### src/rtl/alu_issue_if.sv
// ---------------------------------------------------------------------------
// alu_issue_if
// Bundle of handshake and data signals between fetch/register-read, the ALU
// issue stage and execute.
//   Upstream side : in_valid, in_ready, in_inst, in_pc, in_rs1, in_rs2, flush
//   Execute side  : out_valid, out_ready, x, y, funct7, funct3, opcode,
//                   imm, pc, rd (and illegal when ALU_ISSUE_ILLEGAL_TRAP_EN)
// Modports:
//   master : environment driving instructions and consuming ALU inputs
//   slave  : the issue stage itself
// Optional macro: ALU_ISSUE_ILLEGAL_TRAP_EN adds the 'illegal' signal.
// ---------------------------------------------------------------------------
interface alu_issue_if;
   logic        in_valid;
   logic        in_ready;
   logic [31:0] in_inst;
   logic [31:0] in_pc;
   logic [31:0] in_rs1;
   logic [31:0] in_rs2;
   logic        flush;
   logic        out_valid;
   logic        out_ready;
   logic [31:0] x;
   logic [31:0] y;
   logic [6:0]  funct7;
   logic [2:0]  funct3;
   logic [6:0]  opcode;
   logic [31:0] imm;
   logic [31:0] pc;
   logic [4:0]  rd;
`ifdef ALU_ISSUE_ILLEGAL_TRAP_EN
   logic        illegal;
`endif

   modport master (
      output in_valid, in_inst, in_pc, in_rs1, in_rs2, flush, out_ready,
      input  in_ready, out_valid, x, y, funct7, funct3, opcode, imm, pc, rd
`ifdef ALU_ISSUE_ILLEGAL_TRAP_EN
      , input illegal
`endif
   );

   modport slave (
      input  in_valid, in_inst, in_pc, in_rs1, in_rs2, flush, out_ready,
      output in_ready, out_valid, x, y, funct7, funct3, opcode, imm, pc, rd
`ifdef ALU_ISSUE_ILLEGAL_TRAP_EN
      , output illegal
`endif
   );
endinterface

### src/rtl/alu_issue_stage.sv
// ---------------------------------------------------------------------------
// alu_issue_stage
// RV32I decode/issue stage: turns an instruction plus its register-file data
// into ALU operands (x, y) and controls (funct7, funct3, opcode), and forwards
// pc, the decoded immediate and rd. Valid/ready handshake with an output
// register (R0) and a skid register (R1) so execute back-pressure never loses
// or duplicates an instruction.
// Ports:
//   clk   : sole clock, rising edge
//   rst_n : synchronous active-low reset
//   bus   : alu_issue_if.slave (upstream handshake, flush, execute handshake
//           and all decoded outputs)
// Optional macro: ALU_ISSUE_ILLEGAL_TRAP_EN -- illegal instructions issue as
//   a NOP with 'illegal' set; when undefined they are accepted and dropped.
// ---------------------------------------------------------------------------
module alu_issue_stage (
   input logic        clk,
   input logic        rst_n,
   alu_issue_if.slave bus
);

   localparam logic [4:0] OPC_LOAD     = 5'b00000;
   localparam logic [4:0] OPC_MISC_MEM = 5'b00011;
   localparam logic [4:0] OPC_OP_IMM   = 5'b00100;
   localparam logic [4:0] OPC_AUIPC    = 5'b00101;
   localparam logic [4:0] OPC_STORE    = 5'b01000;
   localparam logic [4:0] OPC_OP       = 5'b01100;
   localparam logic [4:0] OPC_LUI      = 5'b01101;
   localparam logic [4:0] OPC_BRANCH   = 5'b11000;
   localparam logic [4:0] OPC_JALR     = 5'b11001;
   localparam logic [4:0] OPC_JAL      = 5'b11011;
   localparam logic [4:0] OPC_SYSTEM   = 5'b11100;

   typedef struct packed {
      logic [31:0] x;
      logic [31:0] y;
      logic [31:0] imm;
      logic [31:0] pc;
      logic [6:0]  funct7;
      logic [2:0]  funct3;
      logic [6:0]  opcode;
      logic [4:0]  rd;
`ifdef ALU_ISSUE_ILLEGAL_TRAP_EN
      logic        ill;
`endif
   } t_issue;

   logic [31:0] w_inst;
   logic [31:0] w_imm_i, w_imm_s, w_imm_b, w_imm_u, w_imm_j;
   logic        w_legal;
   t_issue      w_dec;
   logic        w_acc, w_keep, w_drain;

   t_issue      r_r0, r_r1;
   logic        r_v0, r_v1;

   assign w_inst  = bus.in_inst;
   assign w_imm_i = {{20{w_inst[31]}}, w_inst[31:20]};
   assign w_imm_s = {{20{w_inst[31]}}, w_inst[31:25], w_inst[11:7]};
   assign w_imm_b = {{19{w_inst[31]}}, w_inst[31], w_inst[7], w_inst[30:25],
                     w_inst[11:8], 1'b0};
   assign w_imm_u = {w_inst[31:12], 12'b0};
   assign w_imm_j = {{11{w_inst[31]}}, w_inst[31], w_inst[19:12], w_inst[20],
                     w_inst[30:21], 1'b0};

   always_comb begin
      w_legal      = (w_inst[1:0] == 2'b11);
      w_dec        = '0;
      w_dec.pc     = bus.in_pc;
      w_dec.funct3 = w_inst[14:12];
      w_dec.opcode = w_inst[6:0];
      w_dec.rd     = w_inst[11:7];
      case (w_inst[6:2])
         OPC_OP: begin
            w_dec.x      = bus.in_rs1;
            w_dec.y      = bus.in_rs2;
            w_dec.funct7 = w_inst[31:25];
         end
         OPC_BRANCH: begin
            w_dec.x   = bus.in_rs1;
            w_dec.y   = bus.in_rs2;
            w_dec.imm = w_imm_b;
            w_dec.rd  = 5'd0;
         end
         OPC_OP_IMM: begin
            w_dec.x   = bus.in_rs1;
            w_dec.y   = w_imm_i;
            w_dec.imm = w_imm_i;
            // Only shifts carry a real funct7; elsewhere imm[10] must not
            // turn ADDI/ANDI into SUB/SRA.
            if (w_inst[14:12] == 3'b001 || w_inst[14:12] == 3'b101)
               w_dec.funct7 = w_inst[31:25];
         end
         OPC_LOAD: begin
            w_dec.x   = bus.in_rs1;
            w_dec.y   = w_imm_i;
            w_dec.imm = w_imm_i;
         end
         OPC_STORE: begin
            w_dec.x   = bus.in_rs1;
            w_dec.y   = w_imm_s;
            w_dec.imm = w_imm_s;
            w_dec.rd  = 5'd0;
         end
         OPC_JALR: begin
            w_dec.x   = bus.in_pc;
            w_dec.y   = 32'd4;
            w_dec.imm = w_imm_i;
         end
         OPC_JAL: begin
            w_dec.x   = bus.in_pc;
            w_dec.y   = 32'd4;
            w_dec.imm = w_imm_j;
         end
         OPC_AUIPC: begin
            w_dec.x   = bus.in_pc;
            w_dec.y   = w_imm_u;
            w_dec.imm = w_imm_u;
         end
         OPC_LUI: begin
            w_dec.y   = w_imm_u;
            w_dec.imm = w_imm_u;
         end
         OPC_MISC_MEM, OPC_SYSTEM: begin
            w_dec.imm = w_imm_i;
         end
         default: w_legal = 1'b0;
      endcase
      // Illegal encodings reach the ALU as a NOP.
      if (!w_legal) begin
         w_dec.x      = '0;
         w_dec.y      = '0;
         w_dec.funct7 = '0;
      end
`ifdef ALU_ISSUE_ILLEGAL_TRAP_EN
      w_dec.ill = !w_legal;
`endif
   end

   assign bus.in_ready = !r_v1;
   assign w_acc        = bus.in_valid && !r_v1;
   assign w_drain      = r_v0 && bus.out_ready;
`ifdef ALU_ISSUE_ILLEGAL_TRAP_EN
   assign w_keep       = w_acc;
`else
   // Illegal instructions complete the handshake but are never stored.
   assign w_keep       = w_acc && w_legal;
`endif

   always_ff @(posedge clk) begin
      if (!rst_n) begin
         r_v0        <= 1'b0;
         r_v1        <= 1'b0;
         r_r0        <= '0;
         r_r0.opcode <= 7'b0010011;
      end else if (bus.flush) begin
         r_v0 <= 1'b0;
         r_v1 <= 1'b0;
      end else if (w_drain) begin
         if (r_v1) begin
            // in_ready is low while R1 is full, so nothing new arrives here.
            r_r0 <= r_r1;
            r_v1 <= 1'b0;
         end else if (w_keep) begin
            r_r0 <= w_dec;
         end else begin
            r_v0 <= 1'b0;
         end
      end else if (w_keep) begin
         if (!r_v0) begin
            r_r0 <= w_dec;
            r_v0 <= 1'b1;
         end else begin
            r_r1 <= w_dec;
            r_v1 <= 1'b1;
         end
      end
   end

   assign bus.out_valid = r_v0;
   assign bus.x         = r_r0.x;
   assign bus.y         = r_r0.y;
   assign bus.imm       = r_r0.imm;
   assign bus.pc        = r_r0.pc;
   assign bus.funct7    = r_r0.funct7;
   assign bus.funct3    = r_r0.funct3;
   assign bus.opcode    = r_r0.opcode;
   assign bus.rd        = r_r0.rd;
`ifdef ALU_ISSUE_ILLEGAL_TRAP_EN
   assign bus.illegal   = r_r0.ill;
`endif

endmodule

### src/flat_wrapper.sv
// flat-port wrapper written by rule: the top's interface ports become plain ports
module alu_issue_stage_flat 
  (clk, rst_n, bus_in_valid, bus_in_inst, bus_in_pc, bus_in_rs1, bus_in_rs2, bus_flush, bus_out_ready, bus_in_ready, bus_out_valid, bus_x, bus_y, bus_funct7, bus_funct3, bus_opcode, bus_imm, bus_pc, bus_rd);
  alu_issue_if bus_i ();
  input logic clk;
  input logic rst_n;
  input wire logic [$bits(bus_i.in_valid)-1:0] bus_in_valid;
  input wire logic [$bits(bus_i.in_inst)-1:0] bus_in_inst;
  input wire logic [$bits(bus_i.in_pc)-1:0] bus_in_pc;
  input wire logic [$bits(bus_i.in_rs1)-1:0] bus_in_rs1;
  input wire logic [$bits(bus_i.in_rs2)-1:0] bus_in_rs2;
  input wire logic [$bits(bus_i.flush)-1:0] bus_flush;
  input wire logic [$bits(bus_i.out_ready)-1:0] bus_out_ready;
  output wire logic [$bits(bus_i.in_ready)-1:0] bus_in_ready;
  output wire logic [$bits(bus_i.out_valid)-1:0] bus_out_valid;
  output wire logic [$bits(bus_i.x)-1:0] bus_x;
  output wire logic [$bits(bus_i.y)-1:0] bus_y;
  output wire logic [$bits(bus_i.funct7)-1:0] bus_funct7;
  output wire logic [$bits(bus_i.funct3)-1:0] bus_funct3;
  output wire logic [$bits(bus_i.opcode)-1:0] bus_opcode;
  output wire logic [$bits(bus_i.imm)-1:0] bus_imm;
  output wire logic [$bits(bus_i.pc)-1:0] bus_pc;
  output wire logic [$bits(bus_i.rd)-1:0] bus_rd;
  assign bus_i.in_valid = bus_in_valid;
  assign bus_i.in_inst = bus_in_inst;
  assign bus_i.in_pc = bus_in_pc;
  assign bus_i.in_rs1 = bus_in_rs1;
  assign bus_i.in_rs2 = bus_in_rs2;
  assign bus_i.flush = bus_flush;
  assign bus_i.out_ready = bus_out_ready;
  assign bus_in_ready = bus_i.in_ready;
  assign bus_out_valid = bus_i.out_valid;
  assign bus_x = bus_i.x;
  assign bus_y = bus_i.y;
  assign bus_funct7 = bus_i.funct7;
  assign bus_funct3 = bus_i.funct3;
  assign bus_opcode = bus_i.opcode;
  assign bus_imm = bus_i.imm;
  assign bus_pc = bus_i.pc;
  assign bus_rd = bus_i.rd;
  alu_issue_stage u_core (.clk(clk), .rst_n(rst_n), .bus(bus_i));
endmodule
### config.mk
export PLATFORM = sky130hd
export DESIGN_NAME = alu_issue_stage_flat
export DESIGN_NICKNAME = d
export VERILOG_FILES = /design/src/rtl/alu_issue_if.sv /design/src/rtl/alu_issue_stage.sv /design/src/flat_wrapper.sv
export SDC_FILE = /design/constraint.sdc
export NUM_CORES = 1
export LEC_CHECK = 0
export CAP_MARGIN = 0
export CORE_MARGIN = 8
export CORE_UTILIZATION = 30
export CTS_BUF_LIST = sky130_fd_sc_hd__clkbuf_8
export CTS_CLUSTER_DIAMETER = 50
export CTS_CLUSTER_SIZE = 8
export DETAILED_ROUTE_END_ITERATION = 6
export GPL_TIMING_DRIVEN = 1
export SETUP_SLACK_MARGIN = 0.5
export SLEW_MARGIN = 40
export SYNTH_ARGS = -nofsm -noshare
export SYNTH_HDL_FRONTEND = slang
export SYNTH_SLANG_ARGS = --single-unit
### constraint.sdc
create_clock -name clk -period 13.62 [get_ports clk]
set_input_delay 1.362 -clock clk [delete_from_list [all_inputs] [get_ports clk]]
set_output_delay 1.362 -clock clk [all_outputs]
set_load 0.03 [all_outputs]
==> results.json <==
{
  "r2r-start": "u_core.r_v1",
  "synth-compound-area-share": 0.232,
  "syn_avg_cell_area_um2": 10.4,
  "nNetsFinal": 1665,
  "portBuffers": 284,
  "run_status": "complete, no violations",
  "grt_pass1_vias": 11665,
  "start_util": 0.302,
  "antenna_found_initial": 7,
  "crit_top_cell": "a21oi_1",
  "yosysTopAreaCellShare": 0.332,
  "cp_max_fo": 85,
  "grt_pass1_wl_mm": 74.3,
  "place_area_um2": 16800,
  "cp_slowest_cell": "clkdlybuf4s50_1",
  "synthFlopType": "dfxtp_1",
  "cp.arrival_ps": 5790,
  "clkLatencyLatePin_ps": 600,
  "routedWlPerCell_um": 22.5,
  "grt_use_total": 0.179,
  "r2r_cells": 8,
  "syn_nets": 1442,
  "routed_via_density": 5.42,
  "synth_area_leaders": "edfxtp_1 33%, dfxtp_1 22%, nand2_1 5.4%, a22oi_1 3.9%, nor3_1 3.3%",
  "row_count": 78,
  "synth_cell_type_count": 67,
  "post-place-ws_ps": 7550,
  "root_buffer": "clkbuf_8",
  "dp_hpwl_mm": 31.5,
  "end_kind": "register",
  "dieArea_um2": 52300,
  "rsz0062_at_grt": "false",
  "ys_seq_area_frac": 0.556,
  "fin_worst_skew_ps": 43.6,
  "dr_total_vias": 11734,
  "finalCritPeriodShare": 0.396,
  "max_freq_mhz": 185,
  "fp.dieH_um": 229,
  "ys_warn_count": 0,
  "cpPeakStageDelay_ps": 830,
  "synth-simple-area-share": 0.158,
  "synth_top_family_by_area": "compound AO/OA/AOI/OAI gates",
  "cts_tree": "built",
  "coreArea_um2": 45000,
  "first_pass_iters": 5,
  "synth_area_leader_cell": "edfxtp_1",
  "fin_tns_setup_ps": 0,
  "criticalPathCategory": "primary input to register",
  "crit_family": "simple AND/OR/NAND/NOR gates",
  "final_area_um2": 17700,
  "ant_nets": 0,
  "worst_slack_ps": 8230,
  "ir_drop_mv": 0.0471,
  "htreeDepth": 2,
  "worst-path-stages": 11,
  "critical_path.startpoint": "bus_in_inst[4]",
  "start_kind": "primary input",
  "ios": 285,
  "grt_overflow": 0,
  "drive_above_1_share": 0.102,
  "fillers": 4471,
  "crit_required_ps": 14020,
  "syn-cell-area_um2": 13600,
  "finalSetupViolCount": 0,
  "post_cts_buffers": 0,
  "drt_iter0_drc": 1128,
  "max_slew.worst_pin.slew_ps": 838,
  "muxShareOfSynthArea": 0,
  "crit_end": "u_core.bus.pc[5]",
  "synth.most_common_cell": "nand2_1",
  "post-route-min-period_ps": 5390,
  "synth_fa_ha_area_frac": 0.00166,
  "grt_max_degree": 88,
  "reg2reg_slack_ps": 10150,
  "clk_pin_slew_ps": 60,
  "cts_buffer_depth": 3,
  "synth_common_cells": "196 x nand2_1, 152 x dfxtp_1, 150 x edfxtp_1, 89 x nor3_1, 71 x a22oi_1",
  "synthXorXnorAreaFrac": 0.00120,
  "diodes": 0,
  "p_per_area_nw_per_um2": 101,
  "die_w_um": 229,
  "synth-seq-cells": 302,
  "max-cap-violations": 0,
  "synthArstFlopShare": 0,
  "totalPowerFinal_uw": 1790,
  "numCtsBuffers": 47,
  "synth_edf_count": 150,
  "routabilityCongestion": 0.781,
  "hp-class": "register to register",
  "syn_inst": 1308,
  "drt_wl_total_mm": 48.7,
  "finalHoldViolCount": 0,
  "hold_buffers": 0,
  "drv_slew": 0,
  "remaining_drc_errors": 0,
  "slew_headroom": 0.441,
  "cts_resized": 0,
  "path_buf_inv": 2,
  "syn_to_final_growth_pct": 30.3,
  "p_leak_uw": 0.00603,
  "path_cells": "clkdlybuf4s50_1, nor3b_1, a21oi_1, a21oi_1, nand2_1, ha_1, or4_4, or2_1, nand2_8, buf_6, a311oi_2",
  "timing.rr.end": "u_core.bus.pc[5]",
  "clock_sinks": 302
}
==> per-stage QoR <==
| stage | hold slack (ps) | std cells | util |
|---|---|---|---|
| final | 473 | 2166 | 0.393 |
| after global routing | 487 | 2166 | 0.393 |
| after CTS | 477 | 2164 | 0.393 |
| after detailed placement | 467 | 2080 | 0.374 |
| after global placement | 465 | 2074 | 0.372 |
| after floorplan | 517 | 1308 | - |
==> cells by family (layout without fill, tap and decap cells) <==
logic type	after synthesis	in the layout
AO/OA/AOI/OAI	392	392
XOR/XNOR	1	1
adder cells (fa/ha/maj)	2	2
buffers and inverters	150	408
flip-flops	302	302
AND/OR/NAND/NOR	461	461
==> worst reg2reg max path: cells and delay by family, from the launching register on <==
kind	cells	cell delay, ps
AOI/OAI and AO/OA	1	300
adders and majority gates	1	230
buffers and inverters	2	890
DFF	1	430
and+or+nand+nor	4	1410
==> power by group <==
group / total [µW] / internal (µW) / switching (µW)
Clock: 705 / 339 / 365
Sequential: 951 / 950 / 0.584
Combinational: 131 / 57.9 / 73.3
Total: 1790 / 1350 / 439
==> cells in the final DEF (no fill, tap or decap), types with 14 or more instances in the layout <==
cell,instances
o221a_2,28
nand2_1,195
inv_1,38
clkdlybuf4s50_1,282
nor3_1,89
and3_1,14
nor2b_1,23
clkbuf_8,50
nand3_1,28
a21oi_1,45
nor2_1,70
o21ai_0,35
a22oi_1,71
dfxtp_1,152
buf_4,18
edfxtp_1,150
o31ai_1,36
o22ai_1,21
a311oi_2,20
o221ai_1,20
a311oi_1,32
==> layer usage <==
| metal | GRT usage | routed length, µm | vias to the layer above |
|---|---|---|---|
| li1 | - | - | 5431 |
| met1 | 0.234 | 21200 | 5755 |
| met2 | 0.284 | 22500 | 461 |
| met3 | 0.0484 | 3720 | 75 |
| met4 | 0.0580 | 1170 | 12 |
| met5 | 0 | 80 | - |
==> sequential cells by signal, indices dropped and copies added (netlist names) <==
name / cells
u_core.r_r1: 150
u_core.bus.imm: 32
u_core.bus.pc: 32
u_core.bus.x: 32
u_core.bus.y: 32
u_core.bus.funct7: 7
u_core.bus.opcode: 7
u_core.bus.rd: 5
u_core.bus.funct3: 3
u_core.bus.out_valid: 1
u_core.r_v1: 1
==> how the worst min path moves through the flow <==
stage	startpoint	endpoint	slack, ps	depth (start not counted)
6_report	u_core.bus.imm[12]	u_core.bus.imm[12]	470	2
2_1_floorplan	u_core.r_r1[14]	u_core.bus.funct3[2]	520	2
4_1_cts	u_core.bus.imm[12]	u_core.bus.imm[12]	480	2
5_1_grt	u_core.bus.imm[1]	u_core.bus.imm[1]	490	2
3_3_place_gp	u_core.bus.imm[14]	u_core.bus.imm[14]	460	2
3_5_place_dp	u_core.bus.imm[1]	u_core.bus.imm[1]	470	2
==> final cells by class <==
class                           count  area (µm²)  area share
Sequential cell                   302        7550       0.427
Tap cell                          600         751      0.0424
Inverter                           12        45.0     0.00255
Multi-Input combinational cell    856        5400       0.305
Clock inverter                     34         146     0.00827
Clock buffer                       50         688      0.0389
Timing Repair Buffer              312        3120       0.176
No activity file was read; power rests on OpenSTA's default activity.
